## src/rtl/wb_wakeup_arbiter_if.sv

```systemverilog
// Writeback wakeup bus between the execution-unit requesters and the
// busy-table free ports.
//   req_valid  : requester i has a prd to wake up
//   req_prd    : prd of requester i, packed [i*PREG_W +: PREG_W]
//   req_ready  : grant back to requester i (transfer on valid & ready)
//   free_en0/1, free_addr0/1 : registered busy-table free ports
// Modports: master = requester/busy-table side, slave = arbiter.
interface wb_wakeup_arbiter_if #(
    parameter int NUM_REQ = 4,
    parameter int PREG_W  = 7
);
    logic [NUM_REQ-1:0]        req_valid;
    logic [NUM_REQ*PREG_W-1:0] req_prd;
    logic [NUM_REQ-1:0]        req_ready;
    logic                      free_en0;
    logic [PREG_W-1:0]         free_addr0;
    logic                      free_en1;
    logic [PREG_W-1:0]         free_addr1;

    modport master (
        output req_valid, req_prd,
        input  req_ready, free_en0, free_addr0, free_en1, free_addr1
    );

    modport slave (
        input  req_valid, req_prd,
        output req_ready, free_en0, free_addr0, free_en1, free_addr1
    );
endinterface

```

## src/rtl/wb_wakeup_arbiter.sv

```systemverilog
// Round-robin arbiter sharing the busy table's two free/wakeup write ports
// among NUM_REQ writeback requesters. Up to two grants per cycle; the first
// valid requester found from rr_ptr goes to slot0, the second to slot1.
// Granted prds appear on the registered free ports one cycle later.
// All grants are squashed while the ROB overwrites the RAT.
// Ports:
//   clock, reset_n : clock, asynchronous active-low reset
//   rob_state      : ROB state; only OVERWRITE_RAT changes behaviour
//   bus            : requester handshake + busy-table free ports (slave)
//   rr_ptr_o       : current round-robin pointer
module wb_wakeup_arbiter #(
    parameter int         NUM_REQ                 = 4,
    parameter int         PREG_W                  = 7,
    parameter logic [1:0] ROB_STATE_OVERWRITE_RAT = 2'd1,
    localparam int        PTR_W                   = (NUM_REQ > 1) ? $clog2(NUM_REQ) : 1
) (
    input  logic              clock,
    input  logic              reset_n,
    input  logic [1:0]        rob_state,
    wb_wakeup_arbiter_if.slave bus,
    output logic [PTR_W-1:0]  rr_ptr_o
);
    localparam logic [PTR_W:0] NUM_REQ_W = (PTR_W+1)'(NUM_REQ);

    logic [NUM_REQ-1:0][PREG_W-1:0] prd_a;
    logic [NUM_REQ-1:0]             ready;
    logic                           grant0, grant1;
    logic [PTR_W-1:0]               sel0, sel1, last, idx;
    logic [PTR_W:0]                 sum, nxt;

    logic              free_en0_q, free_en0_d, free_en1_q, free_en1_d;
    logic [PREG_W-1:0] free_addr0_q, free_addr0_d, free_addr1_q, free_addr1_d;
    logic [PTR_W-1:0]  rr_ptr_q, rr_ptr_d;

    assign prd_a = bus.req_prd;

    always_comb begin
        grant0       = 1'b0;
        grant1       = 1'b0;
        sel0         = '0;
        sel1         = '0;
        last         = '0;
        idx          = '0;
        sum          = '0;
        nxt          = '0;
        ready        = '0;
        free_en0_d   = 1'b0;
        free_en1_d   = 1'b0;
        free_addr0_d = free_addr0_q;
        free_addr1_d = free_addr1_q;
        rr_ptr_d     = rr_ptr_q;

        if (rob_state == ROB_STATE_OVERWRITE_RAT) begin
            // Flush: no grants; already-registered frees still present once.
            rr_ptr_d = '0;
        end else begin
            // Rotational scan starting at rr_ptr; stop filling after two.
            for (int k = 0; k < NUM_REQ; k++) begin
                sum = {1'b0, rr_ptr_q} + (PTR_W+1)'(k);
                if (sum >= NUM_REQ_W) sum = sum - NUM_REQ_W;
                idx = sum[PTR_W-1:0];
                if (bus.req_valid[idx] && !grant1) begin
                    if (!grant0) begin
                        grant0 = 1'b1;
                        sel0   = idx;
                    end else begin
                        grant1 = 1'b1;
                        sel1   = idx;
                    end
                end
            end

            if (grant0) begin
                ready[sel0]  = 1'b1;
                free_en0_d   = 1'b1;
                free_addr0_d = prd_a[sel0];
                last         = sel0;
            end
            if (grant1) begin
                ready[sel1]  = 1'b1;
                free_en1_d   = 1'b1;
                free_addr1_d = prd_a[sel1];
                last         = sel1;
            end
            // Next scan starts just past the last requester served.
            if (grant0) begin
                nxt = {1'b0, last} + (PTR_W+1)'(1);
                if (nxt >= NUM_REQ_W) nxt = nxt - NUM_REQ_W;
                rr_ptr_d = nxt[PTR_W-1:0];
            end
        end
    end

    always_ff @(posedge clock or negedge reset_n) begin
        if (!reset_n) begin
            free_en0_q   <= 1'b0;
            free_en1_q   <= 1'b0;
            free_addr0_q <= '0;
            free_addr1_q <= '0;
            rr_ptr_q     <= '0;
        end else begin
            free_en0_q   <= free_en0_d;
            free_en1_q   <= free_en1_d;
            free_addr0_q <= free_addr0_d;
            free_addr1_q <= free_addr1_d;
            rr_ptr_q     <= rr_ptr_d;
        end
    end

    // Grants are combinational; hold them low while in reset.
    assign bus.req_ready  = ready & {NUM_REQ{reset_n}};
    assign bus.free_en0   = free_en0_q;
    assign bus.free_addr0 = free_addr0_q;
    assign bus.free_en1   = free_en1_q;
    assign bus.free_addr1 = free_addr1_q;
    assign rr_ptr_o       = rr_ptr_q;
endmodule

```

## src/flat_wrapper.sv

```systemverilog
// flat-port wrapper written by rule: the top's interface ports become plain ports
module wb_wakeup_arbiter_flat 
#(
    parameter int         NUM_REQ                 = 4,
    parameter int         PREG_W                  = 7,
    parameter logic [1:0] ROB_STATE_OVERWRITE_RAT = 2'd1,
    localparam int        PTR_W                   = (NUM_REQ > 1) ? $clog2(NUM_REQ) : 1
)
  (clock, reset_n, rob_state, rr_ptr_o, bus_req_valid, bus_req_prd, bus_req_ready, bus_free_en0, bus_free_addr0, bus_free_en1, bus_free_addr1);
  wb_wakeup_arbiter_if #(.NUM_REQ(NUM_REQ), .PREG_W(PREG_W)) bus_i ();
  input  logic clock;
  input  logic reset_n;
  input  logic [1:0] rob_state;
  output logic [PTR_W-1:0] rr_ptr_o;
  input wire logic [$bits(bus_i.req_valid)-1:0] bus_req_valid;
  input wire logic [$bits(bus_i.req_prd)-1:0] bus_req_prd;
  output wire logic [$bits(bus_i.req_ready)-1:0] bus_req_ready;
  output wire logic [$bits(bus_i.free_en0)-1:0] bus_free_en0;
  output wire logic [$bits(bus_i.free_addr0)-1:0] bus_free_addr0;
  output wire logic [$bits(bus_i.free_en1)-1:0] bus_free_en1;
  output wire logic [$bits(bus_i.free_addr1)-1:0] bus_free_addr1;
  assign bus_i.req_valid = bus_req_valid;
  assign bus_i.req_prd = bus_req_prd;
  assign bus_req_ready = bus_i.req_ready;
  assign bus_free_en0 = bus_i.free_en0;
  assign bus_free_addr0 = bus_i.free_addr0;
  assign bus_free_en1 = bus_i.free_en1;
  assign bus_free_addr1 = bus_i.free_addr1;
  wb_wakeup_arbiter #(.NUM_REQ(NUM_REQ), .PREG_W(PREG_W), .ROB_STATE_OVERWRITE_RAT(ROB_STATE_OVERWRITE_RAT)) u_core (.clock(clock), .reset_n(reset_n), .rob_state(rob_state), .bus(bus_i), .rr_ptr_o(rr_ptr_o));
endmodule
```

## config.mk

```make
export PLATFORM = sky130hd
export DESIGN_NAME = wb_wakeup_arbiter_flat
export DESIGN_NICKNAME = d
export VERILOG_FILES = /design/src/rtl/wb_wakeup_arbiter_if.sv /design/src/rtl/wb_wakeup_arbiter.sv /design/src/flat_wrapper.sv
export SDC_FILE = /design/constraint.sdc
export NUM_CORES = 1
export LEC_CHECK = 0
export BUFFER_PORTS_ARGS = -buffer_cell sky130_fd_sc_hd__buf_2
export CAP_MARGIN = 20
export CORE_UTILIZATION = 45
export CTS_BUF_LIST = sky130_fd_sc_hd__clkbuf_8
export DETAILED_ROUTE_END_ITERATION = 7
export GPL_ROUTABILITY_DRIVEN = 0
export PLACE_DENSITY = 0.74
export SYNTH_ARGS = -nofsm -noshare
export SYNTH_HDL_FRONTEND = slang
export SYNTH_SLANG_ARGS = --single-unit
```

## constraint.sdc

```tcl
create_clock -name clock -period 4.4 [get_ports clock]
set_input_delay 1.32 -clock clock [delete_from_list [all_inputs] [get_ports clock]]
set_output_delay 1.32 -clock clock [all_outputs]
set_load 0.02 [all_outputs]
```

After elaboration in Yosys (flattened, before gate mapping)
Cells that the tools add are included. Widths: inputs -> output; s select.

Register bits after elaboration: 18. Bits of input ports: 36. Output and inout bits: 22. Word-level logic and storage cells: 113.

$add $sub $neg: 9. Order comparisons: 13. Equal/unequal tests: 1. Mux-type cells: 71. Bitwise gates (word level): 3. Reduce and logical (&&, ||, !) cells: 11.

Operators by type and width (count): $mux 2 (29); $bmux 7 s2 (2); $mux 1 (28); $lt 2x3->1 const B (6); $mux 4 (4); $mux 7 (2); $ge 3x3->1 const B (4); $sub 2x1->2 const B (5); $bmux 1 s2 (4); $add 2x1->3 const B (2); $add 2x2->3 const B (2); $logic_and 1x1->1 (5); $and 4x4->4 (1); $demux 1 s2 (2); $ge 2x1->1 const B (2); $or 4x4->4 (1); $reduce_and 2->1 (2); $ge 2x3->1 const B (1); $logic_not 1->1 (3); $eq 2x1->1 const B (1); $reduce_bool 2->1 (1); $not 1->1 (1).

Logic depth before layout (Yosys ltp)
Gate-level depths: netlist of run 1.

Depth after elaboration: 28. Gate-level depth with buffers: 10. Mapped depth without buffers: 7.

Worst setup path after synthesis of run 1
Ideal clock, no wire load.

Kind: input to output. Start: input bus_req_valid[1]. End: output bus_req_ready[0]. Arrival: 3.322 ns. Data required time: 3.080 ns. Slack: -0.242 ns. Stages: 8. Cell sequence: buf_2 mux4_2 ha_1 and3_4 a2111oi_4 o211a_1 nand2_1 a21oi_1.

Longest elaborated chain between the ends: 25. Elaborated cells between the ends (all ways): 61.

RTL lines: from (decl) (RTL line flat_wrapper.sv:15) `input wire logic [$bits(bus_i.req_valid)-1:0] bus_req_valid;`; $bmux 1 s2 (RTL line wb_wakeup_arbiter.sv:62) `if (bus.req_valid[idx] && !grant1) begin`; $mux 1 (implied by the code) (RTL line wb_wakeup_arbiter.sv:62); $mux 1 (RTL line wb_wakeup_arbiter.sv:62); $mux 1 (RTL line wb_wakeup_arbiter.sv:53) `if (rob_state == ROB_STATE_OVERWRITE_RAT) begin`; $mux 1 (RTL line wb_wakeup_arbiter.sv:63) `if (!grant0) begin`; $mux 1 (RTL line wb_wakeup_arbiter.sv:62); $mux 1 (RTL line wb_wakeup_arbiter.sv:53); $logic_not 1->1 (RTL line wb_wakeup_arbiter.sv:62); [... 9 more ...]; $mux 1 (implied by the code) (RTL line wb_wakeup_arbiter.sv:74) `ready[sel0] = 1'b1;`; $demux 1 s2; $mux 4 (RTL line wb_wakeup_arbiter.sv:73) `if (grant0) begin`; $mux 4 (RTL line wb_wakeup_arbiter.sv:53); $or 4x4->4 (no line); $mux 4 * (RTL line wb_wakeup_arbiter.sv:79) `if (grant1) begin`; $mux 4 * (RTL line wb_wakeup_arbiter.sv:53); $and 4x4->4 * (RTL line wb_wakeup_arbiter.sv:111) `assign bus.req_ready = ready & {NUM_REQ{reset_n}};`; to (decl) (RTL line flat_wrapper.sv:17) `output wire logic [$bits(bus_i.req_ready)-1:0] bus_req_ready;`.

Mark *: on every way between the ends. The rest lies on a longest branch, timed or not. The select of a mux whose other input is x is not followed.

Worst setup path after layout of run 1
Start: input bus_req_valid[3]. End: output bus_req_ready[1].

The elaborated chain is that of the path after synthesis.

==> results of run 1 <==
[sequential cells by signal, indices dropped and copies added, names as in the netlist]
signal	flops
u_core.bus.free_addr0	7
u_core.bus.free_en1	1
u_core.bus.free_en0	1
u_core.bus.free_addr1	7
u_core.rr_ptr_o	2
[stage by stage]
| step | std cells | setup WS [ps] |
|---|---|---|
| 2_1_floorplan | 227 | -122 |
| 3_3_place_gp | 340 | -155 |
| 3_5_place_dp | 340 | -185 |
| 4_1_cts | 361 | -90.0 |
| 5_1_grt | 361 | -158 |
| 6_report | 361 | -95.7 |
[final cells by class]
type                            instances  area share
Sequential cell                        18       0.162
Inverter                                5     0.00677
Multi-Input combinational cell        183       0.542
Timing Repair Buffer                  101       0.246
Clock buffer                            4      0.0199
Tap cell                               50      0.0226
[cells by family after synthesis]
| logic type | count (synthesis) | synth area share |
|---|---|---|
| adders and majority gates | 4 | 0.0252 |
| AOI/OAI and AO/OA | 70 | 0.314 |
| buffers and inverters | 26 | 0.0907 |
| muxes | 7 | 0.0567 |
| and+or+nand+nor | 102 | 0.287 |
| DFF | 18 | 0.227 |
[critical path, delay by kind of cell]
| kind | cells | cell delay, ps |
|---|---|---|
| buf+inv | 3 | 420 |
| fa+ha+maj | 1 | 150 |
| simple gates | 3 | 390 |
| mux | 2 | 730 |
| compound gates | 1 | 160 |
[synthesized netlist by cell type (4+ instances only)]
cell and count:
a211oi_1 14, a21oi_1 5, a22oi_1 8, and3_1 17, buf_4 7, buf_6 7
dfrtp_1 18, ha_1 4, nand2_1 29, nand3_1 11, nand4_1 7, nor2_1 10
nor2b_1 6, o2111ai_2 7, o21ai_0 4, o21ai_1 5, o31ai_1 7
[final timing paths]
kind / startpoint / end / slack (ps) / cells after the start
worst max-delay path: bus_req_valid[3] / bus_req_ready[1] / -100 / 10
worst min-delay path: u_core.bus.free_addr0[0]$_DFFE_PN0P_ / u_core.bus.free_addr0[0]$_DFFE_PN0P_ / 480 / 2
worst max register to register: u_core.rr_ptr_o[1]$_DFFE_PN0P_ / u_core.bus.free_addr0[0]$_DFFE_PN0P_ / 630 / 18
worst min register to register: u_core.bus.free_addr0[0]$_DFFE_PN0P_ / u_core.bus.free_addr0[0]$_DFFE_PN0P_ / 480 / 2
max in group asynchronous: reset_n / u_core.bus.free_addr0[1]$_DFFE_PN0P_ / 3160 / 2
min in group asynchronous: reset_n / u_core.bus.free_addr0[0]$_DFFE_PN0P_ / 1050 / 2
[metal layers]
metal / vias to the layer above / wire length [µm] / GRT usage
li1: 1052 / - / -
met1: 1033 / 2850 / 0.427
met2: 105 / 2980 / 0.422
met3: 6 / 444 / 0.0600
met4: 0 / 46 / 0.0391
met5: - / 0 / 0
[placed cells by master, fill, tap and decap left out, types with 2 or more instances in the layout]
master / instances
a211o_2: 2
a211oi_2: 9
nor2_1: 9
o2111ai_2: 7
and2_1: 2
o211ai_1: 3
nand2_1: 29
a21oi_2: 3
buf_2: 50
nand4_1: 7
o21ai_0: 3
nor4_1: 2
clkbuf_8: 4
and3_1: 17
a211oi_1: 5
a311oi_1: 2
a21oi_1: 2
nand3_2: 2
o21ai_1: 5
a22oi_1: 7
nor3b_1: 3
nor2b_1: 6
nand3_1: 10
mux2i_1: 2
mux4_2: 3
dfrtp_1: 18
buf_4: 40
inv_2: 2
a2111oi_4: 2
buf_6: 10
ha_4: 4
inv_1: 3
o31ai_1: 7
[what timing repair did]
item,CTS,global route
hold buffers,0,0
gates cloned,0,0
pin swaps,11,5
setup buffers,17,1
resized for setup,24,12
setup endpoints to repair,4,11
[power groups by stage]
stage	logic, mW	registers [mW]	clock network (mW)
floorplan	0.842	0.381	0
global placement	1.16	0.296	0
detailed placement	1.18	0.301	0
CTS	1.46	0.303	0.134
global route	1.71	0.314	0.141
finish	1.60	0.303	0.132
==> flow_summary_export.csv, run 1 <==
group,metric,value,unit
worst_setup_path,path_class,"input pin to primary output",
final_layout,area_growth_syn_to_layout,39.6,%
cts,cts_root_buf,"clkbuf_8",
run_status,run_status,"finished with violations",
routing,drt_drc_violations_left,0,
final_layout,post-route-util,0.674,
floorplanning,die_x,68.4,µm
final_layout,layout.area.seq,450,µm²
worst_setup_path,cp_slowest_cell,"mux4_2",
yosys,synth_edf_count,0,
job,cap_violations,0,
cts,tritoncts,"done",
power_and_ir_drop,p_seq_frac,0.149,
yosys,avgSynthCellArea,8.75,µm²
routing,route.final.wire_length,6330,µm
power_and_ir_drop,clock_power_share,0.065,
grt,number_of_global_route_vias_before_repair,1966,
routing,route.detailed.vias_per_inst,6.08,
floorplanning,placementRows,23,
yosys,count_of_different_cell_masters_after_synthesis,58,
final_layout,finalInstanceArea,2770,µm²
placed_design,place.port_buffers,57,
run_status,failed_checks,"setup timing",
floorplanning,dieHeight,68.4,µm
final_layout,finalNetCount,352,
yosys,post_synth_instance_area,1990,µm²
yosys,synth_sequential_area_ratio,0.227,
sta,share_of_the_clock_period_used_by_the_worst_path,1.02,
sta,period_minus_slack,4500,ps
cts,ctsHtreeMaxLevel,1,
yosys,synth_nets,267,
worst_setup_path,critical_path.max_fanout,4,
yosys,synthArstFlopShare,1.00,
grt,wire_length_of_the_first_global_routing_pass,9810,µm
yosys,synthesis.yosys.warnings,0,
cts,clkSlewWorstSetupHoldPaths,60,ps
grt,maximum_number_of_pins_on_one_net_before_global_route_repair,22,
yosys,ys_top_cells_by_area,"dfrtp_1 23%, nand2_1 5.5%, and3_1 5.4%, a211oi_1 5.3%, o2111ai_2 5.3%",
cts,cts_buffers,3,
floorplanning,initial_utilization,0.483,
yosys,postSynthCellCount,227,
sta,hold-worst-slack,478,ps
worst_setup_path,cp_data_required_time,3080,ps
sta,setup-tns-final,-220,ps
power_and_ir_drop,power.switching_fraction,0.476,
final_layout,multiInputGateArea,1500,µm²
floorplanning,core,4120,µm²
sta,rsz0062_at_grt,"true",
routing,vias,2196,
worst_setup_path,cp-start-kind,"input pin",
worst_setup_path,cp_data_arrival_time,3180,ps
sta,fin_skew,2.36,ps
grt,grt_util_all_layers,0.284,
worst_setup_path,end_kind,"primary output",
final_layout,antenna_cells_inserted,0,
power_and_ir_drop,total_switching_power,0.968,mW
worst_setup_path,cell_chain_of_the_critical_path,"buf_6, mux4_2, buf_6, ha_4, mux2i_2, nand4_2, and2_4, a32oi_1, nor2_1, buf_4",
sta,final-max-slew-violation-count,0,
power_and_ir_drop,irDropWorstVdd,0.527,mV
power_and_ir_drop,power.leakage,1.24,nW
yosys,synth_top_area_share,0.227,
routing,first_iter_violations,174,
floorplanning,io_pins,58,
routing,detail_route.first_pass.iterations,5,
grt,globalRouteOverflowTotal,0,
sta,worst_slew_margin_rel,0.653,
cts,clkLatencyLatePin,250,ps
sta,clock.fmax,0.222,GHz
yosys,ys_dominant_reg_cell,"dfrtp_1",
worst_setup_path,critPathMostFrequentCell,"buf_6",
sta,tightestPinTransition,516,ps
power_and_ir_drop,comb_power_share,0.786,
placed_design,placedInstanceArea,2420,µm²
sta,setup_ws,-95.7,ps
yosys,number_of_synthesized_register_bits,18,
routing,route.detailed.wl_per_inst,17.5,µm
sta,finalSetupViolCount,4,
sta,finalHoldViolCount,0,
power_and_ir_drop,power_internal,1.07,mW
power_and_ir_drop,p_per_area,734,nW/µm²
final_layout,n_fill_cell,327,
min_path,worstHoldPathType,"flop to flop",
placed_design,post_dp_hpwl,4360,µm
final_layout,drive_above_1_share,0.492,
power_and_ir_drop,totalPowerFinal,2.03,mW
floorplanning,die_area,4680,µm²
grt,antenna_violations_before_repair,0,
worst_setup_path,cp_slowest_stage_delay,560,ps
cts,clk_path_buf_depth,2,
cts,cts_num_sinks,18,
yosys,post_synth_top_area_cell,"dfrtp_1",
routing,antenna_violating_nets_post_route,0,
Note: power is estimated with default switching activity, not from simulation.
==> inputs of run 2 (changes only) <==
--- a/config.mk
+++ b/config.mk
@@ -12,6 +12,7 @@
 export DETAILED_ROUTE_END_ITERATION = 7
 export GPL_ROUTABILITY_DRIVEN = 0
 export PLACE_DENSITY = 0.74
+export RECOVER_POWER = 100
 export SYNTH_ARGS = -nofsm -noshare
 export SYNTH_HDL_FRONTEND = slang
 export SYNTH_SLANG_ARGS = --single-unit
==> run 2 against run 1 <==
  * Die area unchanged
  * Wire length is 0.43% lower
  * Sequential share of layout area increased by 0.38 points
  * The flow still finishes with violations (setup timing)
  * Highest routed layer unchanged
  * Sequential power about the same
  * Non-clock buffer count stayed put
  * Combinational power is 4% lower
  * Critical endpoint unchanged
  * Final area fell by 2.3%
==> flow_summary_export.csv, run 2 (same netlist as run 1, synthesis figures left out) <==
group,metric,value,unit
run_status,run_status,"finished with violations",
run_status,failed_checks,"setup timing",
min_path,worstHoldPathType,"flop to flop",
final_layout,layout.area.seq,450,µm²
cts,cts_buffers,3,
sta,setup_ws,-99.4,ps
cts,clkLatencyLatePin,250,ps
sta,setup-tns-final,-223,ps
worst_setup_path,cp_data_required_time,3080,ps
final_layout,drive_above_1_share,0.408,
cts,cts_root_buf,"clkbuf_8",
power_and_ir_drop,irDropWorstVdd,0.522,mV
worst_setup_path,cp_slowest_cell,"mux4_2",
power_and_ir_drop,total_switching_power,0.955,mW
cts,postCtsHoldBufs,0,
cts,cts_num_sinks,18,
floorplanning,io_pins,58,
sta,finalSetupViolCount,4,
sta,tightestPinTransition,942,ps
routing,route.detailed.vias_per_inst,6.11,
power_and_ir_drop,comb_power_share,0.779,
grt,globalRouteOverflowTotal,0,
worst_setup_path,path_class,"input pin to primary output",
grt,wire_length_of_the_first_global_routing_pass,9810,µm
floorplanning,dieHeight,68.4,µm
cts,tritoncts,"done",
final_layout,layout.cells.most_common_list,"36 x buf_4, 31 x buf_2, 29 x nand2_1, 21 x clkbuf_1, 18 x dfrtp_1",
cts,clk_path_buf_depth,2,
placed_design,place.port_buffers,57,
routing,route.final.wire_length,6300,µm
final_layout,antenna_cells_inserted,0,
sta,worst_slew_margin_rel,0.372,
final_layout,finalNetCount,352,
worst_setup_path,cp_data_arrival_time,3180,ps
power_and_ir_drop,p_per_area,730,nW/µm²
floorplanning,core,4120,µm²
placed_design,post_dp_hpwl,4360,µm
final_layout,multiInputGateArea,1470,µm²
power_and_ir_drop,clock_power_share,0.067,
final_layout,area_growth_syn_to_layout,36.5,%
sta,final-max-slew-violation-count,0,
routing,vias,2205,
grt,grt_util_all_layers,0.284,
worst_setup_path,critPathMostFrequentCell,"buf_6",
final_layout,most_frequent_standard_cell_in_the_layout_excluding_fill_and_tap_cells,"buf_4",
worst_setup_path,cp-start-kind,"input pin",
power_and_ir_drop,totalPowerFinal,1.98,mW
sta,share_of_the_clock_period_used_by_the_worst_path,1.02,
job,cap_violations,0,
cts,clkSlewWorstSetupHoldPaths,60,ps
sta,finalHoldViolCount,0,
final_layout,n_fill_cell,344,
floorplanning,initial_utilization,0.483,
worst_setup_path,cell_chain_of_the_critical_path,"buf_6, mux4_2, buf_6, ha_4, mux2i_2, nand4_2, and2_4, a32oi_1, nor2_1, buf_4",
grt,antenna_violations_before_repair,0,
floorplanning,placementRows,23,
grt,number_of_global_route_vias_before_repair,1966,
power_and_ir_drop,power.switching_fraction,0.483,
worst_setup_path,end_kind,"primary output",
cts,ctsHtreeMaxLevel,1,
floorplanning,die_area,4680,µm²
sta,rsz0062_at_grt,"true",
sta,fin_skew,1.68,ps
worst_setup_path,cp_slowest_stage_delay,560,ps
routing,antenna_violating_nets_post_route,0,
sta,clock.fmax,0.222,GHz
grt,maximum_number_of_pins_on_one_net_before_global_route_repair,22,
sta,period_minus_slack,4500,ps
routing,drt_drc_violations_left,0,
placed_design,pre_cts_ws,-185,ps
routing,detail_route.first_pass.iterations,6,
routing,first_iter_violations,192,
power_and_ir_drop,power.leakage,1.16,nW
worst_setup_path,critical_path.max_fanout,4,
floorplanning,die_x,68.4,µm
power_and_ir_drop,power_internal,1.02,mW
routing,route.detailed.wl_per_inst,17.5,µm
power_and_ir_drop,p_seq_frac,0.154,
[run 2: what timing repair did]
item                       4_1_cts  5_1_grt
setup buffers                   17        1
pin swaps                       11        5
gates resized for setup         24       12
setup endpoints to repair        4       11
[run 2: power by group through the flow]
stage / Clock [mW] / Combinational, mW / Sequential (mW)
2_1_floorplan: 0 / 0.842 / 0.381
3_3_place_gp: 0 / 1.16 / 0.296
3_5_place_dp: 0 / 1.18 / 0.301
4_1_cts: 0.134 / 1.46 / 0.303
5_1_grt: 0.141 / 1.65 / 0.316
6_report: 0.132 / 1.54 / 0.305
[run 2: worst max-delay path: cells and delay by family]
family                   cells  cell delay (ps)
AO/OA/AOI/OAI                1              160
buffers and inverters        3              420
multiplexers                 2              740
AND/OR/NAND/NOR              3              390
adder cells (fa/ha/maj)      1              150
[run 2: worst paths after layout]
path	start	to	slack (ps)	cells past startpoint
max	bus_req_valid[3]	bus_req_ready[1]	-100	10
min	u_core.bus.free_addr0[0]$_DFFE_PN0P_	u_core.bus.free_addr0[0]$_DFFE_PN0P_	480	2
max reg2reg	u_core.rr_ptr_o[1]$_DFFE_PN0P_	u_core.bus.free_addr0[0]$_DFFE_PN0P_	630	18
min reg2reg	u_core.bus.free_addr0[0]$_DFFE_PN0P_	u_core.bus.free_addr0[0]$_DFFE_PN0P_	480	2
max in group asynchronous	reset_n	u_core.bus.free_addr1[6]$_DFFE_PN0P_	2460	2
min in group asynchronous	reset_n	u_core.bus.free_addr0[0]$_DFFE_PN0P_	1370	2
[run 2: cell type report]
class	count	area share
multi-input cells	183	0.543
repair buffers	101	0.241
flip-flops and latches	18	0.166
well taps	50	0.0231
clock buffers	4	0.0203
inverters	5	0.00693
[run 2: per-layer routing]
metal  wire length, µm  track usage  vias to the layer above
met5                 0            0                        -
met4                48       0.0391                        0
met3               469       0.0600                        8
met2              2960        0.422                      112
met1              2820        0.427                     1031
li1                  -            -                     1054
[run 2: through the flow]
step                utilization  cell area, µm²  hold slack (ps)  cells
floorplan                     -            2030              593    227
finish                    0.659            2710              482    361
global route              0.659            2710              531    361
detailed placement        0.588            2420              472    340
global placement          0.588            2420              458    340
CTS                       0.659            2710              486    361
